File: src/rtl/pipeline_stall_ctrl.sv
// Stall/flush sequencer for the 5-stage pipeline.
// It takes the hazard unit's load-use bubble, EX branch resolution, multi-cycle
// mult/div occupancy and debug halt, and turns them into PC/IF-ID/ID-EX enables
// and pipeline flushes. It also counts the cycles in which the PC is held.
module pipeline_stall_ctrl #(
    parameter int MD_LAT = 4,
    parameter int CNT_W  = 16
) (
    input  logic             clk,
    input  logic             rst_n,
    input  logic             load_use,
    input  logic             branch_taken,
    input  logic             md_start,
    input  logic             ext_halt,
    input  logic             stat_clr,
    output logic             pc_en,
    output logic             ifid_en,
    output logic             idex_en,
    output logic             ifid_flush,
    output logic             idex_flush,
    output logic             exmem_flush,
    output logic             md_done,
    output logic [1:0]       state,
    output logic [CNT_W-1:0] stall_cnt
);

    typedef enum logic [1:0] {
        RUN     = 2'b00,
        MD_WAIT = 2'b01,
        HALT    = 2'b10
    } state_t;

    // The counter holds the remaining stall cycles after the first one, so it
    // must be able to hold MD_LAT-2.
    localparam int              MD_W    = (MD_LAT > 2) ? $clog2(MD_LAT) : 1;
    localparam logic [MD_W-1:0] MD_INIT = MD_W'(MD_LAT - 2);

    state_t          cur;
    state_t          saved;
    logic [MD_W-1:0] md_cnt;

    assign state = cur;

    // Output decode from the registered state and the live inputs. While reset
    // is asserted, the enables drop and every flush asserts, so the pipeline is
    // filled with bubbles.
    always_comb begin
        pc_en       = 1'b1;
        ifid_en     = 1'b1;
        idex_en     = 1'b1;
        ifid_flush  = 1'b0;
        idex_flush  = 1'b0;
        exmem_flush = 1'b0;
        md_done     = 1'b0;
        if (!rst_n) begin
            pc_en       = 1'b0;
            ifid_en     = 1'b0;
            idex_en     = 1'b0;
            ifid_flush  = 1'b1;
            idex_flush  = 1'b1;
            exmem_flush = 1'b1;
        end else begin
            case (cur)
                RUN: begin
                    if (ext_halt) begin
                        pc_en   = 1'b0;
                        ifid_en = 1'b0;
                        idex_en = 1'b0;
                    end else if (branch_taken) begin
                        // Squash the wrong-path instructions in IF and ID.
                        // Any load-use request comes from the wrong path.
                        ifid_flush = 1'b1;
                        idex_flush = 1'b1;
                    end else if (md_start) begin
                        pc_en       = 1'b0;
                        ifid_en     = 1'b0;
                        idex_en     = 1'b0;
                        exmem_flush = 1'b1;
                    end else if (load_use) begin
                        pc_en      = 1'b0;
                        ifid_en    = 1'b0;
                        idex_flush = 1'b1;
                    end
                end
                MD_WAIT: begin
                    if (ext_halt) begin
                        pc_en   = 1'b0;
                        ifid_en = 1'b0;
                        idex_en = 1'b0;
                    end else if (md_cnt != '0) begin
                        pc_en       = 1'b0;
                        ifid_en     = 1'b0;
                        idex_en     = 1'b0;
                        exmem_flush = 1'b1;
                    end else begin
                        md_done = 1'b1;
                    end
                end
                HALT: begin
                    pc_en   = 1'b0;
                    ifid_en = 1'b0;
                    idex_en = 1'b0;
                end
                default: ;
            endcase
        end
    end

    // State machine, mult/div countdown and the saturating stall counter.
    always_ff @(posedge clk or negedge rst_n) begin
        if (!rst_n) begin
            cur       <= RUN;
            saved     <= RUN;
            md_cnt    <= '0;
            stall_cnt <= '0;
        end else begin
            if (stat_clr)
                stall_cnt <= '0;
            else if (!pc_en && stall_cnt != '1)
                stall_cnt <= stall_cnt + CNT_W'(1);

            case (cur)
                RUN: begin
                    if (ext_halt) begin
                        saved <= RUN;
                        cur   <= HALT;
                    end else if (!branch_taken && md_start) begin
                        md_cnt <= MD_INIT;
                        cur    <= MD_WAIT;
                    end
                end
                MD_WAIT: begin
                    // A halt freezes the countdown so the operation resumes intact.
                    if (ext_halt) begin
                        saved <= MD_WAIT;
                        cur   <= HALT;
                    end else if (md_cnt != '0) begin
                        md_cnt <= md_cnt - MD_W'(1);
                    end else begin
                        cur <= RUN;
                    end
                end
                HALT: begin
                    if (!ext_halt)
                        cur <= saved;
                end
                default: cur <= RUN;
            endcase
        end
    end

endmodule

File: config.mk
export PLATFORM = sky130hd
export DESIGN_NAME = pipeline_stall_ctrl
export DESIGN_NICKNAME = d
export VERILOG_FILES = /design/src/rtl/pipeline_stall_ctrl.sv
export SDC_FILE = /design/constraint.sdc
export NUM_CORES = 1
export LEC_CHECK = 0
export ABC_AREA = 1
export CAP_MARGIN = 30
export CORE_MARGIN = 3
export CORE_UTILIZATION = 52
export CTS_BUF_LIST = sky130_fd_sc_hd__clkbuf_2 sky130_fd_sc_hd__clkbuf_4 sky130_fd_sc_hd__clkbuf_8
export CTS_CLUSTER_DIAMETER = 150
export DETAILED_ROUTE_END_ITERATION = 16
export PLACE_DENSITY = 0.82
export SETUP_SLACK_MARGIN = 0.5
export SLEW_MARGIN = 10
export SYNTH_ARGS = -nofsm -noshare
export SYNTH_HDL_FRONTEND = slang
export SYNTH_SLANG_ARGS = --single-unit
File: constraint.sdc
create_clock -name clk -period 2 [get_ports clk]
set_input_delay 0.3 -clock clk [delete_from_list [all_inputs] [get_ports clk]]
set_output_delay 0.3 -clock clk [all_outputs]
set_load 0.005 [all_outputs]
==> results of run 1 <==
## sequential cells by signal, summed over array words and instances, names as in the netlist
| signal | flops |
|---|---|
| saved | 1 |
| state | 2 |
| md_cnt | 2 |
| stall_cnt | 16 |
## per-layer routing
metal  track usage [%]  part of all wire, %  up-vias
li1                  -                    -      856
met4              23.6                   10        0
met1              41.6                   35      931
met5                 0                    0        -
met3              7.02                   12       94
met2              55.2                   42      230
## layout make-up
class	instances	area, µm²
fillers	95	184
clock buffers	4	30.0
well taps	30	37.5
multi-input cells	164	935
inverters	21	85.1
flip-flops and latches	21	538
repair buffers	87	758
## final timing paths
| kind | endpoint | slack, ps |
|---|---|---|
| max | pc_en | 30 |
| min | stall_cnt[3] | 370 |
| max reg2reg | stall_cnt[11] | 110 |
| min reg2reg | md_cnt[1] | 580 |
| max in group asynchronous | stall_cnt[11] | 1250 |
| min in group clk | md_cnt[1] | 580 |
## worst max-delay path, delay by kind of cell, from the launching register on
kind | cells | cell delay [ps]
buf+inv | 4 | 430
simple gates | 4 | 440
flops | 1 | 470
## report_power, final
group	switching [mW]	leakage [nW]	internal, mW
clock network	0.152	0.0184	0.0916
logic	0.379	0.967	0.365
registers	0.0589	0.267	0.476
## placed cells by master, fill, tap and decap left out, types with 3 or more instances in the layout
cell             count
buf_12               3
dfrtp_1             11
clkbuf_4             4
xor2_1               5
clkdlybuf4s50_1      7
dfrtp_2             10
o21bai_1             3
inv_1               15
buf_2                5
o21ai_0              7
nor2_1              29
nand2_4              3
nand3_1             21
buf_4               49
buf_6                6
nand4_1              8
dlymetal6s2s_1       6
nand2_2              4
nand2_1             60
dlygate4sd2_1       10
inv_2                3
## timing repair
action	CTS	global route
pin swaps	9	7
setup endpoints to repair	41	33
gates resized for setup	82	16
buffers inserted	40	6
gates cloned	0	0
## stage by stage
step	utilization [%]	power, mW	area (µm²)
after CTS	89.7	1.36	2300
after detailed placement	71.7	0.880	1840
final	92.8	1.52	2380
after floorplan	-	0.714	1460
after global routing	92.8	1.56	2380
after global placement	71.7	0.873	1840
## cell families (layout without fill, tap and decap cells)
kind of cell               Yosys count  count (layout)  synth area share, %
adders and majority gates            2               2                 1.73
and+or+nand+nor                    138             138                 43.2
xor gates and xnor gates             5               5                 3.03
buffers and inverters               27             112                 8.39
AOI/OAI and AO/OA                   19              19                 7.35
DFF                                 21              21                 36.3
==> reports/qor.yml, run 1 <==
synth_edf_count: 0
cts_buffers: 3
async_reset_ff_share_pct: 100
routed_wl_mm: 6.60
ant_nets: 0
htree_levels: 1
vias: 2111
path_max_fanout: 3
finalMaxSlewViolations: 0
cp.required_ps: 1700
slowest_delay_ps: 470
coreArea_mm2: 0.00257
status: "completed"
cp_common_cell: "buf_6"
cap_violations: 0
setup_slack_ps: 32.0
antenna_found_initial: 0
cp.arrival_ps: 1670
num_rows: 18
dpl.hpwl_mm: 2.69
grt_setup_unrepaired: "yes"
finalNonFillerCells: 327
die_x_um: 58.7
synth.area.top_cells: "dfrtp_1 36%, nand2_1 17%, nor2_1 7.8%"
hold_path.class: "in2async"
fin_tns_setup_ps: 0
r2r_start: "state[0]"
syn_inst: 212
cts.clk_slew.worst_paths_ps: 140
drtIter0Drc: 324
place_inst: 277
worst_pin_slew_ps: 471
layout-drive-gt1-share_pct: 36.4
timing.hold.ws_ps: 366
finalHoldViolations: 0
yosysMostFrequentCell: "nand2_1"
crit_chain: "nor3_4 -> buf_6 -> buf_6 -> nand2_4 -> nand2_2 -> nand2_2 -> inv_2 -> buf_6"
cts_tree: "yes"
ctsHoldBuffers: 0
pwr_density_cell_mw_per_mm2: 638
p_leak_nw: 1.25
die_h_um: 58.7
syn_to_final_growth_pct: 64.8
grtUsageTotal_pct: 34.6
insertion_delay_ps: 320
finalCriticalPeriod_ps: 1970
grt_pass1_wl_mm: 9.00
fin_skew_ps: 10.2
clockBufferDepth: 2
antenna_cells: 0
cts-root-buf: "clkbuf_4"
avgSynthCellArea_um2: 6.82
drc: 0
path_class: "reg2out"
startpoint_type: "register"
synthTopCellsByCount: "64 x nand2_1, 30 x nor2_1, 22 x nand3_1"
yosysSeqAreaShare_pct: 36.3
synth_top_area_share_pct: 36.3
grt_max_degree: 14
ir_drop_mv: 0.693
r2r_cells: 11
synthFlopType: "dfrtp_1"
yosysWarnings: 0
fin_crit_sh_pct: 98.4
yosys.area.top_type: "dfrtp_1"
final-setup-viol-count: 0
ios: 32
cts.sinks: 21
first_pass_iters: 8
dp_slack_ps: -140
grt_overflow: 0
port_buffers: 31
syn_area_mm2: 0.00145
slew_headroom_pct: 68.6
crit_start: "state[0]"
finalWeightedCongestion: 0.867
viasPerCell: 6.46
synth_fp_nets: 221
synth_cell_type_count: 27
final_nets: 307
wire_per_inst_um: 20.2
start_util_pct: 56.3
crit_slowest_cell: "dfrtp_2"
grt_pass1_vias: 1889
fmax_mhz: 508
end_kind: "output port"
ys_ff_latch: 21
dieArea_mm2: 0.00345
No activity file was read; power rests on OpenSTA's default activity.
==> run 2, diff against run 1 <==
--- a/config.mk
+++ b/config.mk
@@ -7,7 +7,7 @@
 export LEC_CHECK = 0
 export ABC_AREA = 1
 export CAP_MARGIN = 30
-export CORE_MARGIN = 3
+export CORE_MARGIN = 2
 export CORE_UTILIZATION = 52
 export CTS_BUF_LIST = sky130_fd_sc_hd__clkbuf_2 sky130_fd_sc_hd__clkbuf_4 sky130_fd_sc_hd__clkbuf_8
 export CTS_CLUSTER_DIAMETER = 150
==> run 2 against run 1 <==
Effect of this change: clock skew is 6.2 ps lower; clock-buffer cell count did not move; combinational power decreased by 18%; largest power group unchanged; critical path depth is 1 higher; sequential cell count stayed put; via count fell by 14%; first-iteration DRC count is 69% lower; utilization is 7.6 points lower; sequential power shrank 1%; sequential share of layout area is 0.34 points higher.
==> reports/qor.yml, run 2 (synthesis results as in run 1) <==
status: "completed"
syn_to_final_growth_pct: 59.7
layout_common_cells: "51 x nand2_1, 30 x buf_4, 29 x nor2_1, 18 x nand3_1, 18 x dfrtp_1"
p_leak_nw: 1.16  # -7.0%
vias: 1814  # -14%
fmax_mhz: 539  # +6.1%
ant_nets: 0  # unchanged
antenna_found_initial: 0  # unchanged
die_x_um: 56.7  # -3.4%
cp_common_cell: "inv_2"
finalMaxSlewViolations: 0  # unchanged
cts.sinks: 21  # unchanged
drtIter0Drc: 101  # -69%
r2r-end: "md_cnt[0]"
cts.clk_slew.worst_paths_ps: 130  # about the same
cp.required_ps: 1700  # about the same
layout-drive-gt1-share_pct: 35.4  # -0.93 points
hold_path.class: "in2async"
crit_chain: "inv_2 -> ha_4 -> inv_2 -> nor2_2 -> o21ai_2 -> nand2_1 -> nand2_2 -> inv_2 -> buf_2"
ctsHoldBuffers: 0  # unchanged
htree_levels: 1  # unchanged
pwr_density_cell_mw_per_mm2: 595  # -6.8%
clockBufferDepth: 2  # unchanged
dpl.hpwl_mm: 2.59  # -3.9%
end_kind: "output port"
cts_tree: "yes"
finalNonFillerCells: 316  # -3.4%
start_util_pct: 53.4  # -3.0 points
final_nets: 295  # -3.9%
path_delay_family: "flip-flops"
startpoint_type: "register"
ios: 32  # unchanged
regMostFlops: "stall_cnt"
cp.arrival_ps: 1560  # -110 ps
grt_pass1_vias: 1824  # -3.4%
ir_drop_mv: 0.590  # -15%
first_pass_iters: 5  # -3
power_mw: 1.37  # -9.7%
path_max_fanout: 3  # unchanged
grt_overflow: 0  # unchanged
setup_slack_ps: 145  # +113 ps
fin_crit_sh_pct: 92.8  # -5.6 points
viasPerCell: 5.74  # -11%
fin_util_pct: 85.2  # -7.6 points
r2r_start: "state[1]"
port_buffers: 31  # unchanged
final-setup-viol-count: 0  # unchanged
mostFrequentLayoutCell: "nand2_1"
routed_wl_mm: 5.09  # -23%
drc: 0  # unchanged
crit_slowest_cell: "dfrtp_1"
finalHoldViolations: 0  # unchanged
grtUsageTotal_pct: 32.3  # -2.4 points
worst-path-buf-inv: 4  # unchanged
reg2reg_slack_ps: 220  # +110 ps
finalCriticalPeriod_ps: 1860  # -113 ps
grt_pass1_wl_mm: 8.13  # -9.7%
worst_pin_slew_ps: 541  # +70.2 ps
grt_max_degree: 15  # +1
grt_setup_unrepaired: "yes"
fin_skew_ps: 3.93  # -6.25 ps
slew_headroom_pct: 63.9  # -4.7 points
insertion_delay_ps: 320  # about the same
die_h_um: 56.7  # -3.4%
place_inst: 277  # unchanged
fin_tns_setup_ps: 0  # unchanged
coreArea_mm2: 0.00271  # +5.6%
largest_reg_flops: 16  # unchanged
wire_per_inst_um: 16.1  # -20%
r2r_cells: 13  # +2
cap_violations: 0  # unchanged
antenna_cells: 0  # unchanged
finalWeightedCongestion: 0.855  # -1.3%
cts_buffers: 3  # unchanged
slowest_delay_ps: 420  # -50 ps
dp_slack_ps: -150  # -10.3 ps
cts-root-buf: "clkbuf_4"
path_class: "reg2out"
num_rows: 19  # +1
dieArea_mm2: 0.00322  # -6.7%
## run 2: worst max-delay path by stage
| stage | start | cells after the start | to | slack [ps] |
|---|---|---|---|---|
| detailed placement | ext_halt | 5 | idex_en | -150 |
| CTS | md_cnt[0] | 9 | ifid_en | 200 |
| finish | md_cnt[0] | 9 | pc_en | 140 |
| global route | md_cnt[0] | 9 | ifid_en | 80 |
| floorplan | stall_cnt[0] | 11 | stall_cnt[15] | 510 |
| global placement | ext_halt | 5 | idex_flush | -80 |
## run 2: metal layers
metal / GRT usage (%) / routed length (µm) / vias to the layer above
met3: 5.53 / 388 / 23
met2: 56.1 / 2640 / 113
met4: 19.6 / 160 / 0
met5: 0 / 0 / -
met1: 36.4 / 1900 / 839
li1: - / - / 839
## run 2: worst reg2reg max path, delay by kind of cell, from the launching register on
family	cells	cell delay (ps)
buffers and inverters	10	870
and+or+nand+nor	2	260
AOI/OAI and AO/OA	1	140
DFF	1	440
## run 2: stage by stage
step           hold WS [ps]  area [µm²]
3_3_place_gp            484        1830
4_1_cts                 360        2240
6_report                359        2310
2_1_floorplan          4.41        1460
3_5_place_dp            487        1830
5_1_grt                 386        2310
## run 2: repair_timing
| action | in CTS | in global routing |
|---|---|---|
| setup endpoints to repair | 41 | 32 |
| cloned | 3 | 0 |
| resized for setup | 83 | 22 |
| setup buffers | 31 | 1 |
| pin swaps | 11 | 7 |
## run 2: layout make-up
class	count	area, µm²
timing repair buffer	72	634
sequential	21	529
tap	31	38.8
clock buffer	4	30.0
inverter	21	85.1
multi-input combinational	167	992
fill	156	400
## run 2: report_power, final
group,leakage (nW),internal (mW),switching [mW]
sequential,0.277,0.473,0.0542
clock,0.0184,0.0916,0.146
combinational,0.868,0.299,0.309
total,1.16,0.864,0.510
==> run 3, diff against run 2 <==
--- a/config.mk
+++ b/config.mk
@@ -12,7 +12,7 @@
 export CTS_BUF_LIST = sky130_fd_sc_hd__clkbuf_2 sky130_fd_sc_hd__clkbuf_4 sky130_fd_sc_hd__clkbuf_8
 export CTS_CLUSTER_DIAMETER = 150
 export DETAILED_ROUTE_END_ITERATION = 16
-export PLACE_DENSITY = 0.82
+export PLACE_DENSITY = 0.79
 export SETUP_SLACK_MARGIN = 0.5
 export SLEW_MARGIN = 10
 export SYNTH_ARGS = -nofsm -noshare
==> run 3 against run 2 <==
Effect of this change: combinational power is 11% higher; fmax grew 1.3%; first-iteration DRC count up 38%; global-route usage fell by 1.3 points; cell count did not move; via count shrank 2.4%; sequential share of layout area is 0.25 points higher; largest cell class unchanged; cell area up 1.0%.
==> reports/qor.yml, run 3 (synthesis results as in run 1) <==
finalHoldViolations: 0  # unchanged
drtIter0Drc: 139  # +38%
final-setup-viol-count: 0  # unchanged
status: "completed"
die_x_um: 56.7  # unchanged
end_kind: "output port"
top_usage_layer: "met2"
finalWeightedCongestion: 0.843  # -1.4%
seq_power_share_pct: 37.6  # -0.8 points
cts_buffers: 3  # unchanged
p_int_mw: 0.902  # +4.5%
startpoint_type: "register"
drc: 0  # unchanged
first_pass_iters: 4  # -1
mostFrequentLayoutCell: "nand2_1"
dp_slack_ps: -149  # +0.829 ps
worst_pin_slew_ps: 662  # +122 ps
ir_drop_mv: 0.627  # +6.4%
wire_per_inst_um: 15.3  # -4.7%
pwr-share-comb_pct: 47.4  # +3.1 points
cap_violations: 0  # unchanged
insertion_delay_ps: 310  # about the same
path_max_fanout: 2  # -1
grtUsageTotal_pct: 31.0  # -1.3 points
setup_slack_ps: 169  # +24.5 ps
vias: 1770  # -2.4%
viasPerCell: 5.60  # -2.4%
hold_path.class: "in2async"
grt_overflow: 0  # unchanged
fin_skew_ps: 2.28  # -1.65 ps
ant_nets: 0  # unchanged
layout_common_cells: "48 x nand2_1, 34 x buf_4, 29 x nor2_1, 17 x nand3_1"
swShare_pct: 36.6  # -0.48 points
cts.clk_slew.worst_paths_ps: 120  # about the same
reg2reg_slack_ps: 170  # -50 ps
syn_to_final_growth_pct: 61.3
power_mw: 1.42  # +3.7%
p_leak_nw: 1.15  # -1.0%
grt_max_degree: 20  # +5
finalMaxSlewViolations: 0  # unchanged
cts-root-buf: "clkbuf_4"
use_met1_pct: 38.8  # +2.4 points
die_h_um: 56.7  # unchanged
pwr_density_cell_mw_per_mm2: 610  # +2.6%
cts_tree: "yes"
antenna_found_initial: 0  # unchanged
fmax_mhz: 546  # +1.3%
clock_power_share_pct: 15.1  # -2.2 points
finalCriticalPeriod_ps: 1830  # -24.5 ps
layout-drive-gt1-share_pct: 39.6  # +4.2 points
cp.arrival_ps: 1530  # -30 ps
grt_setup_unrepaired: "yes"
num_rows: 19  # unchanged
grt_pass1_vias: 1727  # -5.3%
dieArea_mm2: 0.00322  # unchanged
fin_util_pct: 86.1  # +0.88 points
cp.required_ps: 1700  # about the same
antenna_cells: 0  # unchanged
dpl.hpwl_mm: 2.60  # +0.46%
routed_wl_mm: 4.85  # -4.7%
p_sw_mw: 0.522  # +2.3%
r2r_cells: 12  # -1
slew_headroom_pct: 55.8  # -8.1 points
regMostFlops: "stall_cnt"
fin_crit_sh_pct: 91.5  # -1.2 points
ios: 32  # unchanged
use_met3_pct: 4.15  # -1.4 points
met2_usage_pct: 50.5  # -5.6 points
port_buffers: 31  # unchanged
start_util_pct: 53.4  # unchanged
coreArea_mm2: 0.00271  # unchanged
r2r-end: "stall_cnt[8]"
htree_levels: 1  # unchanged
largest_reg_flops: 16  # unchanged
clockBufferDepth: 2  # unchanged
path_class: "reg2out"
r2r_start: "state[1]"
grt_pass1_wl_mm: 7.78  # -4.2%
final_nets: 295  # unchanged
cts.sinks: 21  # unchanged
## run 3: changes by cell type in the layout (fill, tap and decap cells not counted), moves of 2 or more
cell and change:
buf_6 -2, dfrtp_1 -9, dfrtp_2 +9, nand2_4 +4, buf_4 +4, clkdlybuf4s50_1 -2, nand2_1 -3, buf_2 -2
dlygate4sd2_1 +2
## run 3: cell type report
cell class                      instances  area [µm²]
Clock inverter                          1        5.00
Inverter                               21        82.6
Sequential cell                        21         541
Fill cell                             157         377
Timing Repair Buffer                   72         623
Multi-Input combinational cell        167        1020
Clock buffer                            3        22.5
Tap cell                               31        38.8
## run 3: layer usage
| layer | vias to the layer above | part of all wire (%) |
|---|---|---|
| li1 | 842 | - |
| met1 | 819 | 40 |
| met2 | 81 | 48 |
| met3 | 28 | 6.5 |
| met4 | 0 | 4.7 |
| met5 | - | 0 |
## run 3: worst max-delay path: stages, from the launching register on
cell	delay, ps
dfrtp_1	410
inv_2	80
ha_4	160
buf_4	120
nor3_4	30
a31oi_1	200
nand2_1	80
buf_2	130
## run 3: power groups by stage
stage / Clock, mW / Sequential, mW / Combinational [mW]
floorplan: 0 / 0.526 / 0.188
global route: 0.239 / 0.540 / 0.722
global placement: 0 / 0.534 / 0.339
finish: 0.215 / 0.535 / 0.674
CTS: 0.215 / 0.527 / 0.529
detailed placement: 0 / 0.535 / 0.346
## run 3: repair_timing
| action | 4_1_cts | 5_1_grt |
|---|---|---|
| cloned | 3 | 0 |
| hold endpoints to repair | 0 | 0 |
| setup endpoints to repair | 41 | 31 |
| buffers inserted | 27 | 5 |
| hold buffers | 0 | 0 |
| pin swaps | 16 | 13 |
| resized for setup | 91 | 29 |
## run 3: stage by stage
stage	cells	hold WS [ps]	TNS, ps	area, µm²
2_1_floorplan	212	4.41	0	1460
3_3_place_gp	277	488	-345	1830
3_5_place_dp	277	497	-576	1830
4_1_cts	311	303	0	2190
5_1_grt	316	311	0	2330
6_report	316	321	0	2330
## run 3: worst max-delay path by stage
stage / slack [ps] / cells past startpoint / startpoint / endpoint
CTS: 150 / 9 / md_cnt[0] / ifid_en
floorplan: 510 / 11 / stall_cnt[0] / stall_cnt[15]
global route: 110 / 7 / md_cnt[0] / exmem_flush
detailed placement: -150 / 5 / ext_halt / idex_en
global placement: -80 / 5 / ext_halt / idex_flush
finish: 170 / 7 / md_cnt[0] / exmem_flush
